**src/rtl/cpu_pkg.sv**
```systemverilog
// Shared definitions for the multicycle computer: word geometry, instruction
// field positions, opcode values and the fetch state encoding.
// Optional build macro: ILLEGAL_OPCODE_TRAP_EN adds the HALT fetch state.
package cpu_pkg;

    localparam int INSTR_WIDTH = 27;
    localparam int PC_WIDTH    = 13;
    localparam int IMEM_CS_BIT = 13;

    // Instruction field bit positions
    localparam int OPCODE_MSB = 26;
    localparam int OPCODE_LSB = 23;
    localparam int RD_MSB     = 22;
    localparam int RD_LSB     = 18;
    localparam int RS_MSB     = 17;
    localparam int RS_LSB     = 13;
    localparam int RT_MSB     = 12;
    localparam int RT_LSB     = 8;
    localparam int IMM_MSB    = 7;
    localparam int IMM_LSB    = 0;

    // Opcodes implemented by the machine
    localparam logic [3:0] OP_NOP  = 4'd0;
    localparam logic [3:0] OP_ADD  = 4'd1;
    localparam logic [3:0] OP_ADDI = 4'd2;
    localparam logic [3:0] OP_LI   = 4'd3;
    localparam logic [3:0] OP_BLEQ = 4'd4;
    localparam logic [3:0] OP_LW   = 4'd5;
    localparam logic [3:0] OP_SW   = 4'd6;

    typedef enum logic [2:0] {
        ST_IDLE    = 3'd0,
        ST_ISSUE   = 3'd1,
        ST_CAPTURE = 3'd2,
        ST_DONE    = 3'd3
`ifdef ILLEGAL_OPCODE_TRAP_EN
        ,
        ST_HALT    = 3'd4
`endif
    } fetch_state_t;

    function automatic logic opcode_is_legal(input logic [3:0] op);
        return op inside {OP_NOP, OP_ADD, OP_ADDI, OP_LI, OP_BLEQ, OP_LW, OP_SW};
    endfunction

endpackage

```
**src/rtl/instr_field_decode.sv**
```systemverilog
// Combinational split of an instruction word into its fields, plus the
// legal-opcode check. Shared with the control unit.
module instr_field_decode
    import cpu_pkg::*;
(
    input  logic [INSTR_WIDTH-1:0] i_instr,
    output logic [3:0]             o_opcode,
    output logic [4:0]             o_rd,
    output logic [4:0]             o_rs,
    output logic [4:0]             o_rt,
    output logic [7:0]             o_imm,
    output logic                   o_legal
);

    assign o_opcode = i_instr[OPCODE_MSB:OPCODE_LSB];
    assign o_rd     = i_instr[RD_MSB:RD_LSB];
    assign o_rs     = i_instr[RS_MSB:RS_LSB];
    assign o_rt     = i_instr[RT_MSB:RT_LSB];
    assign o_imm    = i_instr[IMM_MSB:IMM_LSB];
    assign o_legal  = opcode_is_legal(o_opcode);

endmodule

```
**src/rtl/instruction_fetch_unit.sv**
```systemverilog
// Instruction fetch unit: owns PC and instruction register, reads the
// instruction memory (one-cycle registered latency) and hands the word to
// the control unit with a valid/ack handshake.
// Optional build macro: ILLEGAL_OPCODE_TRAP_EN adds illegal_instr and a
// terminal HALT state entered when an undefined opcode is fetched.
module instruction_fetch_unit #(
    parameter int                        INSTR_WIDTH = cpu_pkg::INSTR_WIDTH,
    parameter int                        PC_WIDTH    = cpu_pkg::PC_WIDTH,
    parameter logic [cpu_pkg::PC_WIDTH-1:0] RESET_PC = '0
) (
    input  logic                   clk,
    input  logic                   reset_n,
    input  logic                   fetch_req,
    input  logic                   instr_ack,
    input  logic                   pc_load,
    input  logic [PC_WIDTH-1:0]    pc_load_value,
    output logic                   mem_read_enable,
    output logic [PC_WIDTH:0]      mem_address,
    input  logic [INSTR_WIDTH-1:0] mem_read_data,
    output logic [PC_WIDTH-1:0]    pc,
    output logic                   instr_valid,
    output logic [INSTR_WIDTH-1:0] instr,
    output logic [3:0]             opcode,
    output logic [4:0]             rd,
    output logic [4:0]             rs,
    output logic [4:0]             rt,
    output logic [7:0]             imm,
    output logic                   busy
`ifdef ILLEGAL_OPCODE_TRAP_EN
    ,
    output logic                   illegal_instr
`endif
);

    import cpu_pkg::*;

    fetch_state_t           r_state;
    fetch_state_t           w_state_next;
    logic [PC_WIDTH-1:0]    r_pc;
    logic [PC_WIDTH-1:0]    r_pending_value;
    logic                   r_pending_load;
    logic [INSTR_WIDTH-1:0] r_instr;
    logic                   r_mem_re;
    logic [PC_WIDTH:0]      r_mem_addr;
    logic [PC_WIDTH:0]      w_fetch_addr;
    // Legality of the latched word is consumed by the control unit, not here
    logic                   w_ir_legal_unused;
`ifdef ILLEGAL_OPCODE_TRAP_EN
    logic                   r_illegal;
    logic                   w_trap;
`endif

    // Bus address of the current PC with the instruction-memory chip select set
    always_comb begin
        w_fetch_addr              = {1'b0, r_pc};
        w_fetch_addr[IMEM_CS_BIT] = 1'b1;
    end

`ifdef ILLEGAL_OPCODE_TRAP_EN
    assign w_trap = !opcode_is_legal(mem_read_data[OPCODE_MSB:OPCODE_LSB]);
`endif

    // Fetch state register
    always_ff @(posedge clk or negedge reset_n) begin
        if (!reset_n) begin
            r_state <= ST_IDLE;
        end else begin
            r_state <= w_state_next;
        end
    end

    // Next-state logic; a PC load in IDLE wins over a fetch request
    always_comb begin
        w_state_next = r_state;
        case (r_state)
            ST_IDLE: begin
                if (!pc_load && fetch_req) begin
                    w_state_next = ST_ISSUE;
                end
            end
            ST_ISSUE: begin
                w_state_next = ST_CAPTURE;
            end
            ST_CAPTURE: begin
`ifdef ILLEGAL_OPCODE_TRAP_EN
                w_state_next = w_trap ? ST_HALT : ST_DONE;
`else
                w_state_next = ST_DONE;
`endif
            end
            ST_DONE: begin
                if (instr_ack) begin
                    w_state_next = ST_IDLE;
                end
            end
`ifdef ILLEGAL_OPCODE_TRAP_EN
            ST_HALT: begin
                w_state_next = ST_HALT;
            end
`endif
            default: begin
                w_state_next = ST_IDLE;
            end
        endcase
    end

    // PC, deferred PC load, instruction register and memory request registers
    always_ff @(posedge clk or negedge reset_n) begin
        if (!reset_n) begin
            r_pc            <= RESET_PC;
            r_pending_load  <= 1'b0;
            r_pending_value <= '0;
            r_instr         <= '0;
            r_mem_re        <= 1'b0;
            r_mem_addr      <= '0;
        end else begin
            // Read strobe is high exactly while the state is ISSUE
            r_mem_re <= (w_state_next == ST_ISSUE);
            if (w_state_next == ST_ISSUE) begin
                r_mem_addr <= w_fetch_addr;
            end
            case (r_state)
                ST_IDLE, ST_DONE: begin
                    if (pc_load) begin
                        r_pc <= pc_load_value;
                    end
                end
                ST_ISSUE: begin
                    // Read already uses the old PC; remember the load for CAPTURE
                    if (pc_load) begin
                        r_pending_load  <= 1'b1;
                        r_pending_value <= pc_load_value;
                    end
                end
                ST_CAPTURE: begin
                    r_instr        <= mem_read_data;
                    r_pending_load <= 1'b0;
                    if (pc_load) begin
                        r_pc <= pc_load_value;
                    end else if (r_pending_load) begin
                        r_pc <= r_pending_value;
                    end else begin
                        r_pc <= r_pc + 1'b1;
                    end
                end
                default: begin
                end
            endcase
        end
    end

`ifdef ILLEGAL_OPCODE_TRAP_EN
    // Sticky trap flag; only reset clears it
    always_ff @(posedge clk or negedge reset_n) begin
        if (!reset_n) begin
            r_illegal <= 1'b0;
        end else if (r_state == ST_CAPTURE && w_trap) begin
            r_illegal <= 1'b1;
        end
    end
    assign illegal_instr = r_illegal;
`endif

    instr_field_decode u_decode (
        .i_instr  (r_instr),
        .o_opcode (opcode),
        .o_rd     (rd),
        .o_rs     (rs),
        .o_rt     (rt),
        .o_imm    (imm),
        .o_legal  (w_ir_legal_unused)
    );

    assign mem_read_enable = r_mem_re;
    assign mem_address     = r_mem_addr;
    assign pc              = r_pc;
    assign instr           = r_instr;
    assign instr_valid     = (r_state == ST_DONE);
    assign busy            = (r_state == ST_ISSUE) || (r_state == ST_CAPTURE);

endmodule

```
**config.mk**
```make
export PLATFORM = sky130hd
export DESIGN_NAME = instruction_fetch_unit
export DESIGN_NICKNAME = d
export VERILOG_FILES = /design/src/rtl/cpu_pkg.sv /design/src/rtl/instr_field_decode.sv /design/src/rtl/instruction_fetch_unit.sv
export SDC_FILE = /design/constraint.sdc
export NUM_CORES = 1
export LEC_CHECK = 0
export ABC_CLOCK_PERIOD_IN_PS = 3900
export CAP_MARGIN = 20
export CORE_MARGIN = 1.5
export CORE_UTILIZATION = 30
export CTS_CLUSTER_SIZE = 12
export DETAILED_ROUTE_END_ITERATION = 8
export GPL_ROUTABILITY_DRIVEN = 0
export SLEW_MARGIN = 20
export SYNTH_ARGS = -nofsm -noshare
export SYNTH_HDL_FRONTEND = slang
export SYNTH_SLANG_ARGS = --single-unit
export TNS_END_PERCENT = 10
```
**constraint.sdc**
```tcl
create_clock -name clk -period 3.9 [get_ports clk]
set_input_delay 1.17 -clock clk [delete_from_list [all_inputs] [get_ports clk]]
set_output_delay 1.17 -clock clk [all_outputs]
set_load 0.005 [all_outputs]
```
Word-level counts from Yosys, hierarchy flattened --
Cells that the tools add are included.
Cells by class: mux-type cells 9, add/sub/neg operators 1, reduce and logical (&&, ||, !) cells 10, eq/ne operators 6
Operators by type and width (number):
- $mux W13 | 3
- $pmux W13 S2 | 1
- $add A13 B1 Y13 const B | 1
- $pmux W3 S4 | 1
- $eq A3 B1 Y1 const B | 2
- $eq A3 B2 Y1 const B | 2
- $mux W3 | 2
- $reduce_and A2 Y1 | 3
- $ne A2 B2 Y1 const B | 2
- $reduce_bool A2 Y1 | 2
- $logic_not A3 Y1 | 1
- $pmux W1 S2 | 1
- $reduce_or A2 Y1 | 1
- $logic_and A1 B1 Y1 | 1
- $logic_not A1 Y1 | 1
- $logic_or A1 B1 Y1 | 1
- $mux W1 | 1
Word-level totals: bits of input ports 45, output and inout port bits 84, flip-flop bits (word level) 72

Longest topological paths before layout --
Gate-level depths: netlist (run 1).
depth after elaboration 5, mapped depth 6, mapped depth without buffers 5

By module --
Synthesis (run 1) repeated with hierarchy kept, for this count alone.
Unflattened totals: cells, all modules 308, area total of the unflattened synthesis 3448.3 um^2
Modules (own cells, without submodules):
- instruction_fetch_unit | cells an instance 280, seq. area each 1801.7 um^2, times used 1, area an instance 3239.4 um^2
- instr_field_decode | cells an instance 28, seq. area each 0.0 um^2, times used 1, area an instance 209.0 um^2

Least setup slack after synthesis (run 1) --
OpenSTA, ideal clock, no wires.
kind input to register, start point input pc_load, end point register r_pc[2] (netlist: pc[2]), slack 1.714 ns, library setup time 0.125 ns, data required time 3.775 ns, stages 4, arrival time 2.062 ns, cell sequence inv_1 > maj3_2 > nor2_8 > mux2_2
Between the ends: longest elaborated chain between the ends 2
RTL lines:
- start: declaration | RTL line instruction_fetch_unit.sv:15 | input logic pc_load,
- $mux W13 / $ne A2 B2 Y1 (equally long branches)
- $pmux W13 S2 / $reduce_and A2 Y1 (equally long branches)
- end signal: assignment | RTL line instruction_fetch_unit.sv:125 | r_pc <= pc_load_value;
- end signal: assignment | RTL line instruction_fetch_unit.sv:139 | r_pc <= pc_load_value;
- end signal: assignment | RTL line instruction_fetch_unit.sv:141 | r_pc <= r_pending_value;
- end: declaration | RTL line instruction_fetch_unit.sv:39 | logic [PC_WIDTH-1:0] r_pc;
Parallel ways exist; a longest one is shown, timed or not. A chain may end at the register's enable or synchronous reset.

Final worst setup path (run 1) --
start point register r_state[0], end point output instr_valid
Between the ends: longest elaborated chain between the ends 1
RTL lines:
- start: declaration | RTL line instruction_fetch_unit.sv:37 | fetch_state_t r_state;
- start signal: assignment | RTL line instruction_fetch_unit.sv:68 | r_state <= w_state_next;
- $eq A3 B2 Y1 | RTL line instruction_fetch_unit.sv:178 | assign instr_valid = (r_state == ST_DONE);
- end: declaration | RTL line instruction_fetch_unit.sv:21 | output logic instr_valid,
No other way between the ends.

==> flow_summary.yaml, run 1 <==
clock_tree:
  clock-sinks: 72
  cts_buffer_depth: 2
  cts_tree: "built"
  postCtsSetupBuffers: 0
  ctsRootBufferMaster: "clkbuf_16"
  cts_buffers: 9
  clock_latency_ps: 320
  cts-resized-gates: 0
  clk_pin_slew_worst_paths_ps: 50
  hold_buffers: 0
  htreeDepth: 3
sta:
  fin_crit_sh: 0.782
  finalSetupViolations: 0
  min_period_ps: 3050
  slew_viol_final: 0
  tightest_slew_ps: 934
  hold_slack_ps: 472
  skew_ps: 4.44
  setup_tns_ps: 0
  rsz0062_at_grt: "no"
  maxClockFrequency_ghz: 0.328
  slew_headroom: 0.378
  hold_viol_final: 0
floorplanning:
  rows: 39
  boundaryPins: 129
  die_h_um: 111
  dieArea_um2: 12300
  start_util: 0.307
  die_w_um: 111
  core_um2: 11400
global_routing:
  antenna_found_initial: 0
  grt_max_degree: 73
  grtUsageTotal: 0.146
  grt_pass1_wl_um: 14400
  overflow: 0
  grt_pass1_vias: 2756
yosys:
  ys_ff_latch: 72
  synth_area_leaders: "dfrtp_1, mux2_2, buf_4"
  synth_top_area_frac: 0.514
  synth_warnings: 0
  synth_nets: 334
  syn_inst: 288
  synth_flop_cell: "dfrtp_1"
  async_reset_ff_frac: 1.00
  yosysMostFrequentCell: "dfrtp_1"
  synth-seq-area-share: 0.514
  synth_area_um2: 3510
  synth_cell_types: 49
  syn_avg_cell_area_um2: 12.2
  synth_edf_count: 0
  synth.largest_area_cell: "dfrtp_1"
  synth_common_cells: "dfrtp_1, mux2_2, buf_4, nand2_1"
placement:
  place_hpwl_um: 6060
  dpl_cell_area_um2: 4690
  port_buffers: 128
worst_setup_path:
  r2r_slack_ps: 1910
  path_class: "flip-flop to output pin"
  reg2reg_depth: 4
  arrival_ps: 1880
  cp_max_fo: 8
  cp-end-kind: "output pin"
  r2r_start: "r_state[2]"
  timing.rr.end: "r_pending_value[10]"
  cp.required_ps: 2730
  startpoint_type: "flip-flop"
cells_and_area:
  num_antenna_cells: 0
  finalNetCount: 433
  syn2layout_area_growth_pct: 41.3
  fin_area_um2: 4960
  final_core_util: 0.434
  layout-drive-gt1-share: 0.217
detailed_routing:
  wl_per_cell_um: 16.2
  drt_iter0_drc: 167
  vias_per_cell: 4.87
  wl_um: 8640
  drt.antenna.violating_nets: 0
  drc: 0
  first_pass_iters: 4
  vias: 2605
min_path:
  min_path_type: "flip-flop to flip-flop"
  hold_end: "mem_address[13]"
  holdPathStages: 1
  min_from: "mem_address[13]"
job:
  cap_violations: 0
pwr:
  switchingPower_uw: 917
  sequentialPowerShare: 0.396
  power_mw: 3.25
  p_int_mw: 2.33
  leakage_nw: 1.97
  p_comb_frac: 0.376
  swShare: 0.282
  power.density_nw_per_um2: 656
  clkPwrFrac: 0.228
  peakVddDrop_mv: 0.252
outcome:
  status: "finished, final reports clean"
[metal layers]
| metal | track usage | share of wire | wire, µm |
|---|---|---|---|
| met1 | 0.182 | 0.42 | 3670 |
| met2 | 0.246 | 0.51 | 4370 |
| met3 | 0.0476 | 0.064 | 551 |
| met4 | 0.0346 | 0.0065 | 56 |
| met5 | 0 | 0 | 0 |
[critical path: stages (launching register included)]
cell and delay, ps:
dfrtp_1 570, inv_1 150, nor3_1 270, clkdlybuf4s50_1 550
[layout by cell type, fill, tap and decap left out, types with 3 or more instances in the layout]
cell             netlist  routed
nand2_1               16      16
or4_1                  3       3
buf_4                 33       5
clkbuf_16              0       9
o211ai_1               8       8
mux2_2                52      52
a21oi_1                3       3
clkdlybuf4s50_1        0     127
clkinv_2               0       4
nand2b_1               4       4
dfrtp_1               72      72
a31oi_1               11      11
nand4_1                6       6
nand3_1                5       5
xnor2_1                4       4
nor2_1                 3       3
nor3_1                 3       3
o21ai_0               11      11
inv_1                  7       7
[cell families (layout without fill, tap and decap cells)]
group,count (synthesis),in the layout,share of synthesized area
mux,54,54,0.173
simple gates,55,55,0.104
xor+xnor,4,4,0.00999
compound gates,47,47,0.0935
fa+ha+maj,3,3,0.00963
other cells,1,1,0.00107
flops,72,72,0.514
buf+inv,52,156,0.0956
[power groups by stage]
stage	logic, mW	registers, mW	clock network, mW
2_1_floorplan	0.610	1.23	0
3_3_place_gp	1.22	1.28	0
3_5_place_dp	1.24	1.30	0
4_1_cts	1.24	1.29	0.769
5_1_grt	1.31	1.34	0.810
6_report	1.22	1.29	0.740
[final cells by class]
cell class | instances | area, µm²
Fill cell | 1105 | 6460
Sequential cell | 72 | 1800
Multi-Input combinational cell | 164 | 1370
Timing Repair Buffer | 132 | 1310
Clock buffer | 12 | 246
Tap cell | 143 | 179
Inverter | 8 | 30.0
Clock inverter | 4 | 20.0
[worst max-delay path by stage]
stage / from / end / cells past startpoint / slack [ps]
global placement: pc_load / pc[2] / 5 / 940
CTS: r_state[0] / instr_valid / 3 / 860
finish: r_state[0] / instr_valid / 3 / 850
global route: r_state[0] / instr_valid / 3 / 760
detailed placement: pc_load / r_pending_value[10] / 4 / 890
floorplan: pc_load / pc[2] / 4 / 1710
[sequential cells by signal, indices dropped and copies added, names as in the netlist]
| signal | count |
|---|---|
| instr | 27 |
| mem_address | 14 |
| mem_read_enable | 1 |
| pc | 13 |
| r_pending_load | 1 |
| r_pending_value | 13 |
| r_state | 3 |
[through the flow]
stage | cells | setup WS [ps]
finish | 535 | 851
global route | 535 | 765
CTS | 535 | 856
detailed placement | 519 | 887
global placement | 519 | 940
floorplan | 288 | 1710
(Power assumes the default switching activity.)
==> run 2, diff against run 1 <==
--- a/config.mk
+++ b/config.mk
@@ -5,7 +5,7 @@
 export SDC_FILE = /design/constraint.sdc
 export NUM_CORES = 1
 export LEC_CHECK = 0
-export ABC_CLOCK_PERIOD_IN_PS = 3900
+export ABC_CLOCK_PERIOD_IN_PS = 2600
 export CAP_MARGIN = 20
 export CORE_MARGIN = 1.5
 export CORE_UTILIZATION = 30
==> constraint.sdc (replaced) <==
create_clock -name clk -period 2.6 [get_ports clk]
set_input_delay 0.78 -clock clk [delete_from_list [all_inputs] [get_ports clk]]
set_output_delay 0.78 -clock clk [all_outputs]
set_load 0.005 [all_outputs]
==> flow_summary.yaml, run 2 (synthesized netlist as in run 1, its figures left out) <==
outcome:
  status: "finished, final reports clean"
pwr:
  p_comb_frac: 0.371
  power.density_nw_per_um2: 986
  clkPwrFrac: 0.246
  p_int_mw: 3.63
  leakage_nw: 2.02
  switchingPower_mw: 1.36
  sequentialPowerShare: 0.383
  peakVddDrop_mv: 0.370
  swShare: 0.273
floorplanning:
  die_w_um: 111
  start_util: 0.307
  rows: 39
  dieArea_um2: 12300
  boundaryPins: 129
  core_um2: 11400
  die_h_um: 111
worst_setup_path:
  path_cells: "inv_2 -> nor3_1 -> clkdlybuf4s50_1"
  cp-end-kind: "output pin"
  r2r_start: "r_pending_load"
  cp_max_fo: 7
  arrival_ps: 1670
  crit_family: "buffers and inverters"
  critical_path.startpoint: "r_state[1]"
  cp.required_ps: 1820
  cp_slowest_cell: "clkdlybuf4s50_1"
  max_stage_delay_ps: 530
  startpoint_type: "flip-flop"
  path_buf_inv: 2
  path_class: "flip-flop to output pin"
sta:
  slew_headroom: 0.554
  min_period_ps: 2450
  maxClockFrequency_ghz: 0.408
  fin_crit_sh: 0.942
  setup_tns_ps: 0
  finalSetupViolations: 0
  hold_viol_final: 0
  tightest_slew_ps: 669
  rsz0062_at_grt: "no"
  setup_slack_ps: 151
  slew_viol_final: 0
  skew_ps: 5.11
global_routing:
  overflow: 0
  grt_pass1_vias: 2766
  antenna_found_initial: 0
  grt_pass1_wl_um: 14200
  grt_max_degree: 50
  grtUsageTotal: 0.145
clock_tree:
  cts_buffer_depth: 2
  clock_latency_ps: 330
  htreeDepth: 3
  cts-resized-gates: 0
  clk_pin_slew_worst_paths_ps: 60
  cts_tree: "built"
  clock-sinks: 72
  hold_buffers: 0
  cts_buffers: 9
  postCtsSetupBuffers: 0
  ctsRootBufferMaster: "clkbuf_16"
cells_and_area:
  syn2layout_area_growth_pct: 44.1
  layout-drive-gt1-share: 0.230
  fillers: 1077
  mostFrequentLayoutCells: "clkdlybuf4s50_1, dfrtp_1, mux2_2"
  num_antenna_cells: 0
  regArea_um2: 1800
  multi_input_area_um2: 1370
  largest_reg_flops: 27
  finalNetCount: 439
  mostFrequentLayoutCell: "clkdlybuf4s50_1"
detailed_routing:
  drt_iter0_drc: 165
  first_pass_iters: 4
  drc: 0
  wl_um: 8600
  drt.antenna.violating_nets: 0
  wl_per_cell_um: 16.0
  vias_per_cell: 4.89
  vias: 2638
placement:
  dpl_worst_slack_ps: 91.1
  port_buffers: 128
  place_hpwl_um: 6050
job:
  cap_violations: 0
min_path:
  min_path_type: "input port to asynchronous set/reset pin"
## run 2: area by class of cell
cell class,instances,area share
flip-flops and latches,72,0.356
repair buffers,138,0.273
multi-input cells,164,0.271
inverters,8,0.00594
well taps,143,0.0354
clock inverters,3,0.00842
clock buffers,11,0.0500
## run 2: path summary, 6_finish.rpt
check	end	depth (start not counted)	slack (ps)
worst min-delay path	mem_address[13]	1	470
worst max register to register	pc[12]	4	760
max in group asynchronous	r_pending_value[3]	2	1490
worst max-delay path	instr_valid	3	150
worst min register to register	mem_address[13]	1	470
min in group clk	mem_address[13]	1	470
## run 2: power by group through the flow
stage	combinational (mW)	clock, mW	sequential, mW
finish	1.85	1.23	1.91
global placement	1.85	0	1.91
global route	1.99	1.32	1.98
detailed placement	1.87	0	1.94
CTS	1.88	1.27	1.92
floorplan	0.915	0	1.85
## run 2: metal layers
metal	vias up	wire length (µm)	track usage
met5	-	0	0
met4	0	117	0.0498
li1	1218	-	-
met2	89	4160	0.228
met3	8	579	0.0448
met1	1323	3740	0.189
## run 2: through the flow
stage | cell area, µm² | cells | power, mW | util | hold WS [ps]
finish | 5050 | 539 | 4.99 | 0.443 | 466
global route | 5050 | 539 | 5.29 | 0.443 | 496
CTS | 5050 | 539 | 5.07 | 0.443 | 474
detailed placement | 4760 | 525 | 3.80 | 0.417 | 456
global placement | 4760 | 525 | 3.76 | 0.417 | 450
floorplan | 3510 | 288 | 2.77 | - | 459
==> run 3, diff against run 2 <==
--- a/config.mk
+++ b/config.mk
@@ -5,13 +5,14 @@
 export SDC_FILE = /design/constraint.sdc
 export NUM_CORES = 1
 export LEC_CHECK = 0
-export ABC_CLOCK_PERIOD_IN_PS = 2600
+export ABC_CLOCK_PERIOD_IN_PS = 2700
 export CAP_MARGIN = 20
 export CORE_MARGIN = 1.5
-export CORE_UTILIZATION = 30
+export CORE_UTILIZATION = 45
 export CTS_CLUSTER_SIZE = 12
 export DETAILED_ROUTE_END_ITERATION = 8
 export GPL_ROUTABILITY_DRIVEN = 0
+export PLACE_DENSITY = 0.81
 export SLEW_MARGIN = 20
 export SYNTH_ARGS = -nofsm -noshare
 export SYNTH_HDL_FRONTEND = slang
==> constraint.sdc (replaced) <==
create_clock -name clk -period 2.7 [get_ports clk]
set_input_delay 0.81 -clock clk [delete_from_list [all_inputs] [get_ports clk]]
set_output_delay 0.81 -clock clk [all_outputs]
set_load 0.005 [all_outputs]
==> flow_summary.yaml, run 3 (synthesized netlist as in run 1, its figures left out) <==
global_routing:
  grtUsageTotal: 0.212
  overflow: 0
  grt_max_degree: 40
  grt_pass1_wl_um: 13700
  grt_pass1_vias: 2646
  antenna_found_initial: 0
floorplanning:
  die_w_um: 91.3
  core_um2: 7650
  rows: 32
  boundaryPins: 129
  start_util: 0.459
  dieArea_um2: 8330
  die_h_um: 91.3
clock_tree:
  clk_pin_slew_worst_paths_ps: 80
  cts_buffer_depth: 2
  clock_latency_ps: 350
  clock-sinks: 72
  ctsRootBufferMaster: "clkbuf_8"
  htreeDepth: 3
  cts_buffers: 9
  hold_buffers: 0
  cts_tree: "built"
sta:
  min_period_ps: 2490
  skew_ps: 12.1
  tightest_slew_ps: 613
  slew_viol_final: 0
  maxClockFrequency_ghz: 0.402
  fin_crit_sh: 0.922
  slew_headroom: 0.591
  rsz0062_at_grt: "no"
  finalSetupViolations: 0
  hold_viol_final: 0
  setup_tns_ps: 0
detailed_routing:
  vias: 2645
  vias_per_cell: 5.30
  drt.antenna.violating_nets: 0
  wl_per_cell_um: 16.7
  top_layer_used: "met4"
  wl_um: 8340
  met1_length_um: 3690
  drt_iter0_drc: 112
  wl_met3_um: 570
  drc: 0
  first_pass_iters: 4
  dr_wl_met2_um: 3960
placement:
  place_hpwl_um: 5980
  port_buffers: 128
  dp_cells: 484
pwr:
  leakage_nw: 1.98
  sequentialPowerShare: 0.400
  peakVddDrop_mv: 0.410
  swShare: 0.284
  p_int_mw: 3.28
  power.density_nw_per_um2: 931
  power_mw: 4.58
  switchingPower_mw: 1.30
  p_comb_frac: 0.394
  clkPwrFrac: 0.206
cells_and_area:
  layout-drive-gt1-share: 0.234
  mostFrequentLayoutCells: "clkdlybuf4s50_1, dfrtp_1, mux2_2"
  finalNetCount: 439
  fillers: 600
  mostFrequentLayoutCell: "clkdlybuf4s50_1"
  largest_reg_flops: 27
  multi_input_area_um2: 1370
  regArea_um2: 1800
  instances_no_fill: 499
  num_antenna_cells: 0
  syn2layout_area_growth_pct: 40.2
worst_setup_path:
  arrival_ps: 1680
  max_stage_delay_ps: 540
  path_cells: "inv_2 -> nor3_1 -> clkdlybuf4s50_1"
  path_buf_inv: 2
  startpoint_type: "flip-flop"
  crit_family: "buffers and inverters"
  path_class: "flip-flop to output pin"
  cp-end-kind: "output pin"
  cp_slowest_cell: "clkdlybuf4s50_1"
  reg2reg_depth: 5
  cp_max_fo: 7
  cp.depth: 3
  cp.required_ps: 1890
outcome:
  status: "finished, final reports clean"
job:
  cap_violations: 0
min_path:
  min_path_type: "input port to asynchronous set/reset pin"
-- run 3: power by group through the flow --
stage,registers (mW),logic (mW),clock network [mW]
after floorplan,1.78,0.881,0
after global placement,1.83,1.77,0
after detailed placement,1.86,1.82,0
after CTS,1.84,1.83,0.955
after global routing,1.90,1.93,1.01
final,1.83,1.80,0.943
-- run 3: layer usage --
| layer | vias to the layer above | GRT usage |
|---|---|---|
| li1 | 1222 | - |
| met1 | 1290 | 0.278 |
| met2 | 123 | 0.333 |
| met3 | 10 | 0.0595 |
| met4 | 0 | 0.0781 |
| met5 | - | 0 |
-- run 3: path summary, 6_finish.rpt --
check                                     start                  to  slack [ps]
worst min-delay path                    reset_n            instr[7]         410
min in group clk                mem_address[13]     mem_address[13]         470
worst max register to register            pc[0]              pc[10]         870
max in group asynchronous               reset_n  r_pending_value[1]        1730
worst min register to register  mem_address[13]     mem_address[13]         470
worst max-delay path                 r_state[1]         instr_valid         210
-- run 3: layout make-up --
cell class | instances | share of cell area
clock buffer | 10 | 0.0280
clock inverter | 5 | 0.0165
inverter | 8 | 0.00611
multi-input combinational | 164 | 0.279
sequential | 72 | 0.367
tap | 102 | 0.0260
timing repair buffer | 138 | 0.278
-- run 3: what timing repair did --
| action | CTS | global route |
|---|---|---|
| setup buffers | 0 | 0 |
| endpoints found under the setup margin | 0 | 1 |
| hold endpoints to repair | 0 | 0 |
| gates resized for setup | 0 | 1 |
-- run 3: metrics by stage --
stage	cell area, µm²	hold WS, ps	worst slack (ps)	util
after floorplan	3510	459	874	-
after global placement	4700	448	269	0.614
after detailed placement	4700	453	233	0.614
after CTS	4910	419	94.6	0.643
after global routing	4920	436	104	0.643
final	4920	410	211	0.643
